[config.mk]
export PLATFORM = sky130hd
export DESIGN_NAME = cyclic_decoder_meggitt_flat
export DESIGN_NICKNAME = d
export VERILOG_FILES = /design/src/rtl/cyclic_decoder_meggitt_if.sv /design/src/rtl/cyclic_decoder_meggitt.sv /design/src/flat_wrapper.sv
export SDC_FILE = /design/constraint.sdc
export NUM_CORES = 1
export LEC_CHECK = 0
export ABC_CLOCK_PERIOD_IN_PS = 3450
export CAP_MARGIN = 15
export CORE_MARGIN = 5
export CORE_UTILIZATION = 30
export CTS_CLUSTER_DIAMETER = 50
export DETAILED_ROUTE_END_ITERATION = 7
export PLACE_DENSITY = 0.47
export SYNTH_ARGS = -nofsm -noshare
export SYNTH_HDL_FRONTEND = slang
export SYNTH_SLANG_ARGS = --single-unit
[constraint.sdc]
create_clock -name clk -period 3.45 [get_ports clk]
set_input_delay 0.8625 -clock clk [delete_from_list [all_inputs] [get_ports clk]]
set_output_delay 0.8625 -clock clk [all_outputs]
set_load 0.03 [all_outputs]
[src/rtl/cyclic_decoder_meggitt_if.sv]
// Serial bit-stream bundle for the (15,11) Meggitt decoder: codeword in, corrected data out.
interface cyclic_decoder_meggitt_if;
    logic in_valid;
    logic in;
    logic in_ready;
    logic out_valid;
    logic out;
    logic err_detected;
    logic err_corrected;

    modport master (
        output in_valid, in,
        input  in_ready, out_valid, out, err_detected, err_corrected
    );

    modport slave (
        input  in_valid, in,
        output in_ready, out_valid, out, err_detected, err_corrected
    );
endinterface

[src/rtl/cyclic_decoder_meggitt.sv]
// Meggitt decoder for the systematic (15,11) cyclic Hamming code, g(x) = x^4 + x + 1.
// Receives 15 bits MSB-first, then streams 11 corrected data bits with error status.
module cyclic_decoder_meggitt (
    input  logic clk,
    input  logic rst,
    cyclic_decoder_meggitt_if.slave bus
);
    localparam int unsigned N         = 15;
    localparam int unsigned K         = 11;
    localparam logic [3:0]  GEN_LOW   = 4'b0011;
    localparam logic [3:0]  MATCH     = 4'b1001;
    localparam logic [3:0]  LAST_RECV = 4'(N - 1);
    localparam logic [3:0]  LAST_SEND = 4'(K - 1);

    typedef enum logic {StRecv, StSend} state_e;

    state_e         state_q, state_d;
    logic [N-1:0]   shift_q, shift_d;
    logic [3:0]     syn_q, syn_d;
    logic [3:0]     cnt_q, cnt_d;
    logic           syn_nz_q, syn_nz_d;
    logic           corr_q, corr_d;
    logic           match;

    // One LFSR step of the syndrome register: multiply by x, feed bit b, reduce mod g.
    function automatic logic [3:0] syn_step(input logic [3:0] s, input logic b);
        return {s[2:0], b} ^ (s[3] ? GEN_LOW : 4'b0000);
    endfunction

    always_comb begin
        state_d           = state_q;
        shift_d           = shift_q;
        syn_d             = syn_q;
        cnt_d             = cnt_q;
        syn_nz_d          = syn_nz_q;
        corr_d            = corr_q;
        match             = 1'b0;
        bus.in_ready      = 1'b0;
        bus.out_valid     = 1'b0;
        bus.out           = 1'b0;
        bus.err_detected  = 1'b0;
        bus.err_corrected = 1'b0;

        unique case (state_q)
            StRecv: begin
                bus.in_ready = 1'b1;
                if (bus.in_valid) begin
                    shift_d = {shift_q[N-2:0], bus.in};
                    syn_d   = syn_step(syn_q, bus.in);
                    if (cnt_q == LAST_RECV) begin
                        state_d  = StSend;
                        cnt_d    = 4'd0;
                        syn_nz_d = (syn_d != 4'd0);
                    end else begin
                        cnt_d = cnt_q + 4'd1;
                    end
                end
            end
            StSend: begin
                bus.out_valid = 1'b1;
                match         = (syn_q == MATCH);
                bus.out       = shift_q[N-1] ^ match;
                shift_d       = {shift_q[N-2:0], 1'b0};
                if (match) begin
                    syn_d  = 4'd0;
                    corr_d = 1'b1;
                end else begin
                    syn_d = syn_step(syn_q, 1'b0);
                end
                if (cnt_q == LAST_SEND) begin
                    // A correction on the final data bit must still show in this pulse.
                    bus.err_detected  = syn_nz_q;
                    bus.err_corrected = corr_q | match;
                    state_d           = StRecv;
                    syn_d             = 4'd0;
                    cnt_d             = 4'd0;
                    syn_nz_d          = 1'b0;
                    corr_d            = 1'b0;
                end else begin
                    cnt_d = cnt_q + 4'd1;
                end
            end
            default: state_d = StRecv;
        endcase
    end

    always_ff @(posedge clk) begin
        if (rst) begin
            state_q  <= StRecv;
            shift_q  <= '0;
            syn_q    <= 4'd0;
            cnt_q    <= 4'd0;
            syn_nz_q <= 1'b0;
            corr_q   <= 1'b0;
        end else begin
            state_q  <= state_d;
            shift_q  <= shift_d;
            syn_q    <= syn_d;
            cnt_q    <= cnt_d;
            syn_nz_q <= syn_nz_d;
            corr_q   <= corr_d;
        end
    end
endmodule

[src/flat_wrapper.sv]
// flat-port wrapper written by rule: the top's interface ports become plain ports
module cyclic_decoder_meggitt_flat 
  (clk, rst, bus_in_valid, bus_in, bus_in_ready, bus_out_valid, bus_out, bus_err_detected, bus_err_corrected);
  cyclic_decoder_meggitt_if bus_i ();
  input  logic clk;
  input  logic rst;
  input wire logic [$bits(bus_i.in_valid)-1:0] bus_in_valid;
  input wire logic [$bits(bus_i.in)-1:0] bus_in;
  output wire logic [$bits(bus_i.in_ready)-1:0] bus_in_ready;
  output wire logic [$bits(bus_i.out_valid)-1:0] bus_out_valid;
  output wire logic [$bits(bus_i.out)-1:0] bus_out;
  output wire logic [$bits(bus_i.err_detected)-1:0] bus_err_detected;
  output wire logic [$bits(bus_i.err_corrected)-1:0] bus_err_corrected;
  assign bus_i.in_valid = bus_in_valid;
  assign bus_i.in = bus_in;
  assign bus_in_ready = bus_i.in_ready;
  assign bus_out_valid = bus_i.out_valid;
  assign bus_out = bus_i.out;
  assign bus_err_detected = bus_i.err_detected;
  assign bus_err_corrected = bus_i.err_corrected;
  cyclic_decoder_meggitt u_core (.clk(clk), .rst(rst), .bus(bus_i));
endmodule
==> results_dict.tcl, run 1 <==
set metrics [dict create \
    setup_violations 0 \
    crit_chain "inv_1 > ha_1 > nand4b_2 > nor2_1 > clkdlybuf4s50_1" \
    syn-num-nets 141 \
    arrival_ns 1.98 \
    drt_pass1_iterations 5 \
    hold_path.class "reg -> reg" \
    avgViaCountPerCell 4.79 \
    outcome "finished, final reports clean" \
    seq_area_frac_synth_pct 46.0 \
    dpl.hpwl_mm 1.52 \
    h-tree-depth 1 \
    final_cell_mix "nand2_1 (34), dfxtp_1 (26), a21oi_1 (19)" \
    die_y_microns 71.4 \
    hp-start "u_core.shift_q[9]" \
    place_inst 184 \
    num_vias 901 \
    yosys_warnings 0 \
    synth-seq-cells 26 \
    syn_to_final_growth_pct 13.1 \
    ctsHoldBuffers 0 \
    initial_core_util_pct 30.9 \
    die_x_microns 71.4 \
    grt_max_degree 20 \
    row_count 22 \
    drt_iter0_drc 81 \
    gp_congestion 0.688 \
    nNetsFinal 147 \
    clock-skew-final_ns 0.00163 \
    synth.distinct_cells 29 \
    layout.cells.non_filler 188 \
    p_per_area_nw_per_um2 469 \
    tightest_slew_ns 0.665 \
    worstSetupStartpoint "u_core.cnt_q[0]" \
    ant_nets 0 \
    cts_resized 0 \
    rsz0062_at_grt "no" \
    p_leak_nw 0.448 \
    numCtsBuffers 3 \
    clk_latency_ns 0.27 \
    grt_pass1_wl_mm 3.63 \
    dpl_worst_slack_ns 0.900 \
    die_area_sq_um 5100 \
    portBuffers 8 \
    path_clk_slew_ns 0.09 \
    route.detailed.drc 0 \
    coreArea_sq_um 3660 \
    ff_latch_area_sq_um 520 \
    slew_violations 0 \
    antenna_cells 0 \
    syn_area_sq_um 1130 \
    clockBufferDepth 2 \
    io_pins 9 \
    cts_root_buf "clkbuf_8" \
    relSlewSlack_pct 55.7 \
    overflow 0 \
    cap_violations 0 \
    final_hold_viol_count 0 \
    setup_ws_ns 0.606 \
    worstSetupPathType "reg -> out" \
    antenna_found_initial 0 \
    finalCritPeriodShare_pct 82.4 \
    cts_tree "done" \
    grt_pass1_vias 783 \
    drive_above_1_share_pct 7.14 \
    startpoint_type "flop" \
    fin_util_pct 35.0 \
    tns_ns 0 \
    slowest_delay_ns 0.68 \
    finalWirelength_mm 2.18 \
    max_freq_mhz 352 \
    track_usage_pct 8.80 \
    final_common_cell "nand2_1" \
    wl_per_cell_microns 11.6 \
    cp-end-kind "output pin" \
    synth_area_per_cell_sq_um 8.39 \
    period_minus_slack_ns 2.84 \
    syn_inst 135 \
    post-cts-setup-buffers 0 \
    r2r-start "u_core.state_q" \
    cp.required_ns 2.59 \
    fillCellCount 389 \
    clock_sinks 26 \
    multi_input_area_sq_um 519 \
    crit_fanout 7 \
    ir_drop_mv 0.143 \
    critPathSlowestCell "clkdlybuf4s50_1" \
]
## flip-flops by register name, summed over array words and instances (netlist names)
signal	flops
u_core.corr_q	1
u_core.state_q	1
u_core.syn_q	4
u_core.shift_q	15
u_core.syn_nz_q	1
u_core.cnt_q	4
## cell type report
cell class / instances / area share, %
inverter: 4 / 1.17
sequential: 26 / 40.6
tap: 48 / 4.69
timing repair buffer: 10 / 7.42
clock inverter: 1 / 2.34
clock buffer: 3 / 3.22
multi-input combinational: 96 / 40.5
## metal layers
layer | track usage (%) | vias up | wire length (microns)
met5 | 0 | - | 0
met2 | 14.1 | 15 | 1060
li1 | - | 462 | -
met4 | 3.13 | 0 | 18
met3 | 2.66 | 2 | 139
met1 | 11.2 | 422 | 962
## cell families after synthesis
group | count (synthesis) | synth area share (%)
flops | 26 | 46.0
fa+ha+maj | 2 | 2.21
simple gates | 60 | 23.9
mux | 1 | 0.884
buf+inv | 13 | 8.18
xor+xnor | 5 | 3.87
compound gates | 28 | 15.0
## worst paths after layout
kind	endpoint	cells after the start	slack, ns
worst min register to register	u_core.shift_q[9]	2	0.45
worst min-delay path	u_core.shift_q[9]	2	0.45
worst max register to register	u_core.syn_q[3]	3	1.86
worst max-delay path	bus_err_corrected	5	0.61
## Yosys cell counts (all sizes together)
master  count  area share, %
xnor2       3            2.3
buf         9            6.8
o41ai       1           0.77
nand4b      1            1.3
o211ai      1           0.66
nor3b       1           0.66
mux2i       1           0.88
ha          2            2.2
nand3       5            2.2
o21ai       2           0.88
and4bb      1            1.1
nand4       1           0.55
or2         1           0.55
o22ai       1           0.55
or3         3            1.7
xor2        2            1.5
a31oi       1           0.55
nor3        2           0.88
a2111o      1           0.99
inv         4            1.3
nand2      34             11
a211oi      2            2.2
dfxtp      26             46
a21oi      19            8.4
nor2       11            3.6
## metrics by stage
stage	hold slack (ns)	power (mW)	area, sq um
after floorplan	0.432	0.350	1130
after global placement	0.440	0.357	1210
after detailed placement	0.445	0.358	1210
after CTS	0.457	0.608	1280
after global routing	0.474	0.625	1280
final	0.453	0.601	1280
## report_power, final
| part | leakage (nW) | switching (mW) | internal, mW |
|---|---|---|---|
| Clock | 0.0357 | 0.0954 | 0.155 |
| Sequential | 0.211 | 0.00586 | 0.306 |
| Combinational | 0.202 | 0.0229 | 0.0158 |
## worst max-delay path: cells and delay by family, from the launching register on
kind / cells / cell delay, ns
flip-flops: 1 / 0.33
adder cells (fa/ha/maj): 1 / 0.23
AND/OR/NAND/NOR: 2 / 0.38
buffers and inverters: 2 / 0.77
Power figures use the tool's default switching activity.
==> inputs of run 2 (changes only) <==
Settings changed: ABC_CLOCK_PERIOD_IN_PS 3450 to 3000.
Clock period 3.45 ns to 3 ns, I/O delays scaled along.
==> run 2 against run 1 <==
  * Cell count unchanged
  * Via count decreased by 1.4%
  * Sequential power up 15%
  * Combinational power increased by 15%
  * Clock-buffer cell count unchanged
  * Design area did not move
  * Hold slack about the same
  * First-iteration DRC count shrank 42%
  * Clock skew rose by 0.0013 ns
  * Core utilization stayed put
  * Critical path type unchanged
  * Critical endpoint unchanged
==> results_dict.tcl, run 2 (synthesis results as in run 1) <==
set metrics [dict create \
    slowest_delay_ns 0.68 \
    die_area_sq_um 5100 \
    final_hold_viol_count 0 \
    die_y_microns 71.4 \
    path_clk_slew_ns 0.09 \
    grt_pass1_vias 763 \
    worst_r2r_path_depth 3 \
    largest_reg_flops 15 \
    clock_sinks 26 \
    grt_pass1_wl_mm 3.55 \
    cp-end-kind "output pin" \
    antenna_cells 0 \
    clockBufferDepth 2 \
    p_per_area_nw_per_um2 539 \
    post-cts-setup-buffers 0 \
    crit_chain "nand4b_2 > nor2_1 > clkdlybuf4s50_1" \
    multi_input_area_sq_um 519 \
    clk_latency_ns 0.27 \
    gp_congestion 0.713 \
    outcome "finished, final reports clean" \
    cap_violations 0 \
    final_common_cell "nand2_1" \
    hold_path.class "reg -> reg" \
    startpoint_type "flop" \
    die_x_microns 71.4 \
    num_vias 888 \
    p_total_uw 690 \
    numCtsBuffers 3 \
    avgViaCountPerCell 4.72 \
    cts_resized 0 \
    antenna_found_initial 0 \
    regMostFlops "u_core.shift_q" \
    syn_to_final_growth_pct 13.1 \
    grt_max_degree 20 \
    period_minus_slack_ns 2.73 \
    fin_util_pct 35.0 \
    h-tree-depth 1 \
    tightest_slew_ns 0.638 \
    track_usage_pct 8.68 \
    coreArea_sq_um 3660 \
    crit_fanout 13 \
    initial_core_util_pct 30.9 \
    arrival_ns 1.98 \
    dpl.hpwl_mm 1.49 \
    overflow 0 \
    portBuffers 8 \
    drt_pass1_iterations 4 \
    reg.largest.list "u_core.shift_q x15, u_core.cnt_q x4, u_core.syn_q x4" \
    ctsHoldBuffers 0 \
    max_freq_mhz 366 \
    ff_latch_area_sq_um 520 \
    worstSetupPathType "reg -> out" \
    p_leak_nw 0.448 \
    rsz0062_at_grt "no" \
    slew_violations 0 \
    nNetsFinal 147 \
    route.detailed.drc 0 \
    finalWirelength_mm 2.12 \
    ant_nets 0 \
    drt_iter0_drc 47 \
    fillCellCount 378 \
    row_count 22 \
    worstSetupStartpoint "u_core.state_q" \
    r2r-start "u_core.state_q" \
    final_cell_mix "nand2_1 (34), dfxtp_1 (26), a21oi_1 (19)" \
    cp.required_ns 2.25 \
    setup_violations 0 \
    finalCritPeriodShare_pct 91.0 \
    critPathSlowestCell "clkdlybuf4s50_1" \
    cts_root_buf "clkbuf_8" \
    wl_per_cell_microns 11.3 \
    tns_ns 0 \
    relSlewSlack_pct 57.5 \
    hp-start "u_core.shift_q[9]" \
    ir_drop_mv 0.242 \
    clock-skew-final_ns 0.00292 \
    io_pins 9 \
    drive_above_1_share_pct 7.14 \
    r2r_slack_ns 1.42 \
    hold_path_depth 2 \
    cts_tree "done" \
]
-- run 2: cell counts in the layout (fill, tap and decap cells not counted) --
No cell type changed its count.
-- run 2: path summary, 6_finish.rpt --
path	to
min	u_core.shift_q[9]
min reg2reg	u_core.shift_q[9]
max	bus_err_corrected
max reg2reg	u_core.syn_q[2]
-- run 2: critical path, delay by kind of cell (launching register included) --
| kind | cells | cell delay (ns) |
|---|---|---|
| flip-flops | 1 | 0.61 |
| AND/OR/NAND/NOR | 2 | 0.42 |
| buffers and inverters | 1 | 0.68 |
-- run 2: power breakdown --
part	switching [mW]	internal [mW]	total, mW	leakage [nW]
sequential	0.00698	0.352	0.358	0.211
clock	0.109	0.178	0.287	0.0357
combinational	0.0263	0.0181	0.0445	0.202
-- run 2: layer usage --
metal	routed length, microns	track usage [%]
met1	1040	11.2
met2	979	13.8
met3	89	2.10
met4	18	3.76
met5	0	0
-- run 2: final cells by class --
type	instances	area share, %
flip-flops and latches	26	40.6
multi-input cells	96	40.5
repair buffers	10	7.42
well taps	48	4.69
clock buffers	3	3.22
clock inverters	1	2.34
inverters	4	1.17
-- run 2: through the flow --
step	area [sq um]	setup slack (ns)	hold slack, ns	std cells
floorplan	1130	0.856	0.432	135
global placement	1210	0.605	0.440	184
detailed placement	1210	0.565	0.444	184
CTS	1280	0.253	0.458	188
global route	1280	0.128	0.468	188
finish	1280	0.269	0.453	188
==> inputs of run 3 (changes only) <==
Settings changed: RECOVER_POWER set to 50.
==> run 3 against run 2 <==
  * Total power fell by 0.36%
  * Wire length increased by 0.57%
  * Die area unchanged
  * Critical path depth rose by 2
  * Sequential share of layout area up 0.28 points
  * Core utilization shrank 0.24 points
  * Hold slack about the same
  * Flip-flop and latch count unchanged
  * Cell count unchanged
  * First-iteration DRC count increased by 11%
  * Combinational power is 5.4% lower
  * Clock skew barely moved
  * Critical path type unchanged
  * Largest cell class unchanged
==> results_dict.tcl, run 3 (synthesis results as in run 1) <==
set metrics [dict create \
    rsz0062_at_grt "no" \
    hold_end "u_core.shift_q[9]" \
    antenna_cells 0 \
    gr-usage-met2_pct 13.8 \
    nNetsFinal 147 \
    cp.required_ns 2.25 \
    io_pins 9 \
    cp-end-kind "output pin" \
    r2r-start "u_core.state_q" \
    wl_per_cell_microns 11.4 \
    track_usage_pct 8.68 \
    max_freq_mhz 366 \
    drt_iter0_drc 52 \
    setup_ws_ns 0.264 \
    crit_fanout 7 \
    ctsHoldBuffers 0 \
    fin_hold_ws_ns 0.453 \
    finalWirelength_mm 2.14 \
    slew_violations 0 \
    gp_congestion 0.713 \
    grt_pass1_vias 763 \
    startpoint_type "flop" \
    reg.largest.list "u_core.shift_q x15, u_core.cnt_q x4, u_core.syn_q x4" \
    portBuffers 8 \
    worstSetupPathType "reg -> out" \
    regMostFlops "u_core.shift_q" \
    antenna_found_initial 0 \
    setup_violations 0 \
    hold_path.class "reg -> reg" \
    drive_above_1_share_pct 5.71 \
    numCtsBuffers 3 \
    period_minus_slack_ns 2.74 \
    clockBufferDepth 2 \
    r2r_slack_ns 1.15 \
    tns_ns 0 \
    route.detailed.drc 0 \
    clock-skew-final_ns 0.00253 \
    relSlewSlack_pct 31.9 \
    die_y_microns 71.4 \
    cts_resized 0 \
    h-tree-depth 1 \
    r2r-end "u_core.syn_q[2]" \
    hold_path_depth 2 \
    drt_pass1_iterations 4 \
    ir_drop_mv 0.241 \
    p_per_area_nw_per_um2 541 \
    arrival_ns 1.99 \
    cts_root_buf "clkbuf_8" \
    met3_usage_pct 2.10 \
    grt_pass1_wl_mm 3.55 \
    tightest_slew_ns 1.02 \
    hp-start "u_core.shift_q[9]" \
    grt_max_degree 20 \
    final_hold_viol_count 0 \
    outcome "finished, final reports clean" \
    dpl.hpwl_mm 1.49 \
    die_area_sq_um 5100 \
    overflow 0 \
    clk_latency_ns 0.27 \
    cap_violations 0 \
    fin_util_pct 34.8 \
    die_x_microns 71.4 \
    avgViaCountPerCell 4.68 \
    fillCellCount 379 \
    final_common_cell "nand2_1" \
    largest_reg_flops 15 \
    p_leak_nw 0.443 \
    cts_tree "done" \
    coreArea_sq_um 3660 \
    num_vias 880 \
    initial_core_util_pct 30.9 \
    dpl_worst_slack_ns 0.565 \
    met1_usage_pct 11.2 \
    post-cts-setup-buffers 0 \
    ant_nets 0 \
    worst_r2r_path_depth 3 \
    row_count 22 \
    clock_sinks 26 \
    grt_busiest_layer "met2" \
    final_cell_mix "nand2_1 (34), dfxtp_1 (26), a21oi_1 (19)" \
    path_clk_slew_ns 0.09 \
    finalCritPeriodShare_pct 91.2 \
    syn_to_final_growth_pct 12.4 \
]
-- run 3: cell types whose count changed in the layout (fill, tap and decap cells not counted) --
cell,change
or2_1,-1
clkdlybuf4s50_1,-2
or2_0,+1
buf_4,-1
dlygate4sd3_1,+2
a211oi_1,+1
a211oi_2,-1
clkbuf_1,+1
-- run 3: area by class of cell --
cell class	count	area (sq um)	share of cell area (%)
inverter	4	15.0	1.18
tap	48	60.1	4.72
clock buffer	3	41.3	3.24
timing repair buffer	10	91.3	7.18
multi-input combinational	96	514	40.4
clock inverter	1	30.0	2.36
sequential	26	520	40.9
-- run 3: metal layers --
layer | wire length [microns] | share of wire, %
met2 | 1000 | 47
met4 | 18 | 0.84
met3 | 80 | 3.7
met1 | 1030 | 48
met5 | 0 | 0
-- run 3: report_power, final --
group | leakage, nW | internal, mW | switching [mW]
clock network | 0.0357 | 0.178 | 0.109
logic | 0.196 | 0.0164 | 0.0258
registers | 0.211 | 0.352 | 0.00701
total | 0.443 | 0.546 | 0.142
-- run 3: how the worst max path moves through the flow --
stage	startpoint	end	slack [ns]	depth (start not counted)
3_5_place_dp	u_core.state_q	bus_err_corrected	0.56	3
6_report	u_core.cnt_q[0]	bus_err_detected	0.26	5
2_1_floorplan	u_core.state_q	bus_err_corrected	0.86	3
4_1_cts	u_core.cnt_q[0]	bus_err_corrected	0.25	5
3_3_place_gp	u_core.cnt_q[0]	bus_err_corrected	0.60	5
5_1_grt	u_core.state_q	bus_err_corrected	0.13	3
-- run 3: metrics by stage --
| stage | instances | area (sq um) | power (mW) |
|---|---|---|---|
| final | 188 | 1270 | 0.688 |
| after detailed placement | 184 | 1210 | 0.412 |
| after floorplan | 135 | 1130 | 0.403 |
| after CTS | 188 | 1280 | 0.703 |
| after global placement | 184 | 1210 | 0.411 |
| after global routing | 188 | 1270 | 0.720 |
-- run 3: worst max-delay path: stages (launching register included) --
cell             delay [ns]
dfxtp_1                0.34
inv_1                  0.09
ha_1                   0.23
nand4b_2               0.23
nor2_1                 0.15
clkdlybuf4s50_1        0.68
